===== src/rtl/cache_pkg.sv =====
// Shared cache types and address-field width helpers, also used by the address decoder.
// Widths derive from capacity C, block size b, associativity N, address and word widths.
package cache_pkg;

    typedef enum logic [1:0] {
        IDLE  = 2'd0,
        ISSUE = 2'd1,
        DONE  = 2'd2
    } state_t;

    function automatic int byte_field_bits(input int word_bits);
        return $clog2(word_bits / 8);
    endfunction

    function automatic int word_field_bits(input int words_per_block);
        return $clog2(words_per_block);
    endfunction

    function automatic int set_field_bits(input int word_capacity, input int words_per_block,
                                          input int way_count);
        return $clog2((word_capacity / words_per_block) / way_count);
    endfunction

    function automatic int tag_field_bits(input int addr_bits, input int word_capacity,
                                          input int words_per_block, input int way_count,
                                          input int word_bits);
        return addr_bits - set_field_bits(word_capacity, words_per_block, way_count)
                         - word_field_bits(words_per_block) - byte_field_bits(word_bits);
    endfunction

endpackage


===== src/rtl/cache_block_addr_sequencer.sv =====
// Purpose: composes {tag,set,word,0} beat addresses across one cache block (CACHE_CRITICAL_WORD_FIRST_EN: start at start_word).
// Latency: first beat the cycle after start accept, one beat per accepted cycle, done one cycle after the last beat.
// Backpressure: mem_ready low stalls the beat with mem_addr/word_index/mem_last held; start_ready only while idle.
module cache_block_addr_sequencer
    import cache_pkg::*;
#(
    parameter int WORD_CAPACITY   = 8,
    parameter int WORDS_PER_BLOCK = 4,
    parameter int WAY_COUNT       = 1,
    parameter int ADDR_BITS       = 32,
    parameter int WORD_BITS       = 32,
    localparam int BB = byte_field_bits(WORD_BITS),
    localparam int WB = word_field_bits(WORDS_PER_BLOCK),
    localparam int SB = set_field_bits(WORD_CAPACITY, WORDS_PER_BLOCK, WAY_COUNT),
    localparam int TB = tag_field_bits(ADDR_BITS, WORD_CAPACITY, WORDS_PER_BLOCK, WAY_COUNT, WORD_BITS)
) (
    input  logic                 clk,
    input  logic                 reset,
    input  logic                 start_valid,
    output logic                 start_ready,
    input  logic [TB-1:0]        start_tag,
    input  logic [SB-1:0]        start_set,
    input  logic [WB-1:0]        start_word,
    output logic                 mem_valid,
    input  logic                 mem_ready,
    output logic [ADDR_BITS-1:0] mem_addr,
    output logic                 mem_last,
    output logic [WB-1:0]        word_index,
    output logic                 done
);

    state_t        state;
    logic [TB-1:0] tag_q;
    logic [SB-1:0] set_q;
    logic [WB-1:0] word_q;
    logic [WB-1:0] cnt_q;
    logic [WB-1:0] first_word;
    logic          last_beat;

`ifdef CACHE_CRITICAL_WORD_FIRST_EN
    assign first_word = start_word;
`else
    logic unused_start_word;
    assign unused_start_word = ^start_word;
    assign first_word = '0;
`endif

    assign last_beat = (cnt_q == WB'(WORDS_PER_BLOCK - 1));

    always_ff @(posedge clk) begin
        if (reset) begin
            state  <= IDLE;
            tag_q  <= '0;
            set_q  <= '0;
            word_q <= '0;
            cnt_q  <= '0;
        end else begin
            case (state)
                IDLE: begin
                    if (start_valid) begin
                        tag_q  <= start_tag;
                        set_q  <= start_set;
                        word_q <= first_word;
                        cnt_q  <= '0;
                        state  <= ISSUE;
                    end
                end
                ISSUE: begin
                    // Word index wraps naturally within the block; the beat counter bounds the transfer.
                    if (mem_ready) begin
                        cnt_q  <= cnt_q + WB'(1);
                        word_q <= word_q + WB'(1);
                        if (last_beat) begin
                            state <= DONE;
                        end
                    end
                end
                DONE:    state <= IDLE;
                default: state <= IDLE;
            endcase
        end
    end

    assign start_ready = (state == IDLE);
    assign mem_valid   = (state == ISSUE);
    assign done        = (state == DONE);
    assign mem_last    = (state == ISSUE) && last_beat;
    assign word_index  = word_q;
    assign mem_addr    = ADDR_BITS'({tag_q, set_q, word_q}) << BB;

endmodule


===== config.mk =====
export PLATFORM = sky130hd
export DESIGN_NAME = cache_block_addr_sequencer
export DESIGN_NICKNAME = d
export VERILOG_FILES = /design/src/rtl/cache_pkg.sv /design/src/rtl/cache_block_addr_sequencer.sv
export SDC_FILE = /design/constraint.sdc
export NUM_CORES = 1
export LEC_CHECK = 0
export CAP_MARGIN = 20
export CORE_ASPECT_RATIO = 0.6
export CORE_MARGIN = 3
export CORE_UTILIZATION = 30
export CTS_CLUSTER_DIAMETER = 200
export DETAILED_ROUTE_END_ITERATION = 6
export GPL_TIMING_DRIVEN = 0
export PLACE_DENSITY = 0.66
export SLEW_MARGIN = 0
export SYNTH_ARGS = -nofsm -noshare
export SYNTH_HDL_FRONTEND = slang
export SYNTH_SLANG_ARGS = --single-unit

===== constraint.sdc =====
create_clock -name clk -period 1.5 [get_ports clk]
set_input_delay 0.45 -clock clk [delete_from_list [all_inputs] [get_ports clk]]
set_output_delay 0.45 -clock clk [all_outputs]
set_load 0.02 [all_outputs]

==> metrics.md <==
| Metric | Value |
|---|---|
| CP Capture Point | mem_last |
| F_max | 627 MHz |
| Largest net degree at the start of global routing | 11 |
| Kind of critical path | flop to primary output |
| Mapped Cells | between 150 and 200 |
| Failing checks | negative setup slack |
| Hold WC Path Type | flop to flop |
| Initial antenna violation count | 0 |
| Yosys reg bits | 34 |
| RePlAce Congestion | approximately 0.7 |
| Max Cap Viol | 0 |
| Max stage delay on crit path | 0.35 ns |
| DR WL/cell | 11.3 µm |
| Int Power | 1.47 mW |
| Die ar. | between 5000 and 6000 µm² |
| Worst-Skew Late Latency | 0.28 ns |
| Io pins | a little over 70 |
| Drt pass-1 iters | 4 |
| Post-synthesis sequential area ratio | 51.2% |
| DRT iter0 DRCs | 42 |
| Worst path slowest cell | dfxtp_4 |
| Clock power frac | slightly above 30% |
| Port-buffer cells | 66 |
| Final worst slack | -0.0962 ns |
| DRT antenna net count | 0 |
| Hold Vio Cnt, Final | 0 |
| DRC | 0 |
| Die span in x | between 90 and 100 µm |
| N_diodes | 0 |
| Critical Path AT | about 1.2 ns |
| Crit path time final | 1.60 ns |
| CTS buffer count | 5 |
| Data required, critical path | 1.05 ns |
| R2R Setup Slk | about 0.10 ns |
| Crit share post-route | 106% |
| Syn_area_per_cell | between 8 and 9 µm² |
| Layout cells sized above 1 | 18.0% |
| Starting Density | between 30% and 40% |
| DP Wirelength | ~2.5 mm |
| Logic pwr share | 20.3% |
| CP endpoint kind | primary output |
| CP Cell Sequence | and2b_2 > and2_4 > buf_6 |
| Core box area | 4190 µm² |
| CTS tree | yes |
| Vias per cell | 4.17 |
| Cell Area, Synth | 1330 µm² |
| R2R cell count | 6 |
| Pre-CTS setup slack | -0.455 ns |
| Vias in the first global route | between 1000 and 1500 |
| Net Sw Power | 0.543 mW |
| Slew Limit Fails | 0 |
| Clock transition at path regs | 0.06 ns |
| Global-route wire length before repair | 5.20 mm |
| Root Driver | clkbuf_8 |
| Power per cell area | between 900 and 1000 nW/µm² |
| Crit path launch | state[1] |
| Worst setup SP type | flop |
| Site row count | 18 |
| Outcome | finished with violations |
| Layout Cells excl Fill | 299 |
| Die Y | 57.6 µm |
| Grt total ovfl | 0 |
| R2r endpoint | tag_q[15] |
| Area grow syn2layout | 63.7% |
| Leak | 1.00 nW |
| Clock sinks | 34 |
| Final net count | about 270 |
| # placed instances | 287 |
| Maximum VDD drop | approximately 0.00047 V |
| Longest Clk Path Bufs | 2 |
| Sequential share of power | around half |
| Synth Warn # | 0 |
| Crit Path Max Fanout | 4 |
| Clock Skew | 0.00227 ns |
| Sw Ratio | 27.0% |
| Via count | 1248 |
| Total Power | 2.01 mW |
| H-tree lvl count | 2 |
| TNS Setup | -0.212 ns |
| Reg2Reg Launch Point | state[1] |
| Netlist cell types | 22 |
| Gr usage total | approximately 13% |
| Finish-stage setup viols | 3 |
| RSZ-0062 raised after global routing | yes |
| Routed WL | around 3.4 mm |
## placed cells by master, fill, tap and decap left out, types with 2 or more instances in the layout
cell              n
nand2_1          57
clkbuf_1          3
nand3_2           2
buf_6             6
dfxtp_1          30
or3b_1            2
dfxtp_4           3
clkbuf_2          2
buf_4            13
clkdlybuf4s50_1  28
a21oi_1          32
clkdlybuf4s15_2   2
or2_2             2
conb_1            2
nor2_1            2
nand3_1           3
dlygate4sd2_1    30
clkinv_2          2
clkbuf_8          5
## through the flow
step	cell area (µm²)	hold WS, ns	util (%)
detailed placement	2070	0.448	49.4
global placement	2070	0.441	49.4
CTS	2120	0.455	50.7
finish	2180	0.453	52.0
global route	2180	0.471	52.0
floorplan	1330	0.437	-
## metal layers
layer / vias to the layer above / global-route usage (%) / wire length (µm)
li1: 668 / - / -
met1: 527 / 18.2 / 1720
met2: 49 / 14.7 / 1200
met3: 4 / 8.04 / 446
met4: 0 / 3.81 / 19
met5: - / 0 / 0
## power groups by stage
stage	logic (mW)	registers (mW)	clock network (mW)
final	0.407	0.980	0.622
after global routing	0.442	0.988	0.689
after CTS	0.399	0.982	0.640
after detailed placement	0.426	1.01	0
after global placement	0.427	1.00	0
after floorplan	0.153	1.06	0
## repair_timing
action / in CTS / in global routing
hold buffers: 0 / 0
setup buffers: 0 / 5
cloned: 0 / 0
gates resized for setup: 64 / 12
pin swaps: 0 / 1
setup endpoints to repair: 66 / 6
## cell type report
cell class              instances  area [µm²]
clock inverters                 2        10.0
clock buffers                   5        68.8
flip-flops and latches         34         693
fillers                       439        2010
plain buffers                  16         121
repair buffers                 71         662
multi-input cells             111         547
well taps                      60        75.1
## critical path: cells and delay by family, from the launching register on
family                 cells  cell delay, ns
and+or+nand+nor            2            0.39
DFF                        1            0.35
buffers and inverters      1            0.12
## kinds of logic (layout without fill, tap and decap cells)
group | count (synthesis) | count (layout) | synth area share (%)
DFF | 34 | 34 | 51.2
buffers and inverters | 16 | 94 | 8.28
adders and majority gates | 1 | 1 | 0.941
other | 1 | 2 | 0.282
and+or+nand+nor | 75 | 75 | 26.8
AOI/OAI and AO/OA | 33 | 33 | 12.5
## sequential cells by signal, summed over array words and instances, names as in the netlist
register	count
state	2
cnt_q	2
set_q	1
word_index	2
tag_q	27
## worst min path at each step
stage | start | end | slack [ns] | depth (start not counted)
after CTS | tag_q[0] | tag_q[0] | 0.46 | 2
after global routing | tag_q[0] | tag_q[0] | 0.47 | 2
final | tag_q[2] | tag_q[2] | 0.45 | 2
after detailed placement | tag_q[7] | tag_q[7] | 0.45 | 2
after floorplan | set_q | set_q | 0.44 | 2
after global placement | tag_q[8] | tag_q[8] | 0.44 | 2
## synthesized netlist by cell type (all sizes together)
| cell | count | area share, % |
|---|---|---|
| nand2 | 57 | 16 |
| nand3 | 5 | 2.6 |
| a21oi | 32 | 12 |
| nand3b | 2 | 2.1 |
| buf | 12 | 7.1 |
| a31oi | 1 | 0.47 |
| dfxtp | 34 | 51 |
| nor3b | 1 | 0.94 |
| and2b | 2 | 1.1 |
| or2 | 2 | 0.94 |
| conb | 1 | 0.28 |
| ha | 1 | 0.94 |
| and3b | 1 | 0.66 |
| nor2 | 2 | 0.56 |
| clkbuf | 4 | 1.1 |
| or3b | 2 | 1.3 |
| and2 | 1 | 0.47 |
No activity file was read; power rests on OpenSTA's default activity.
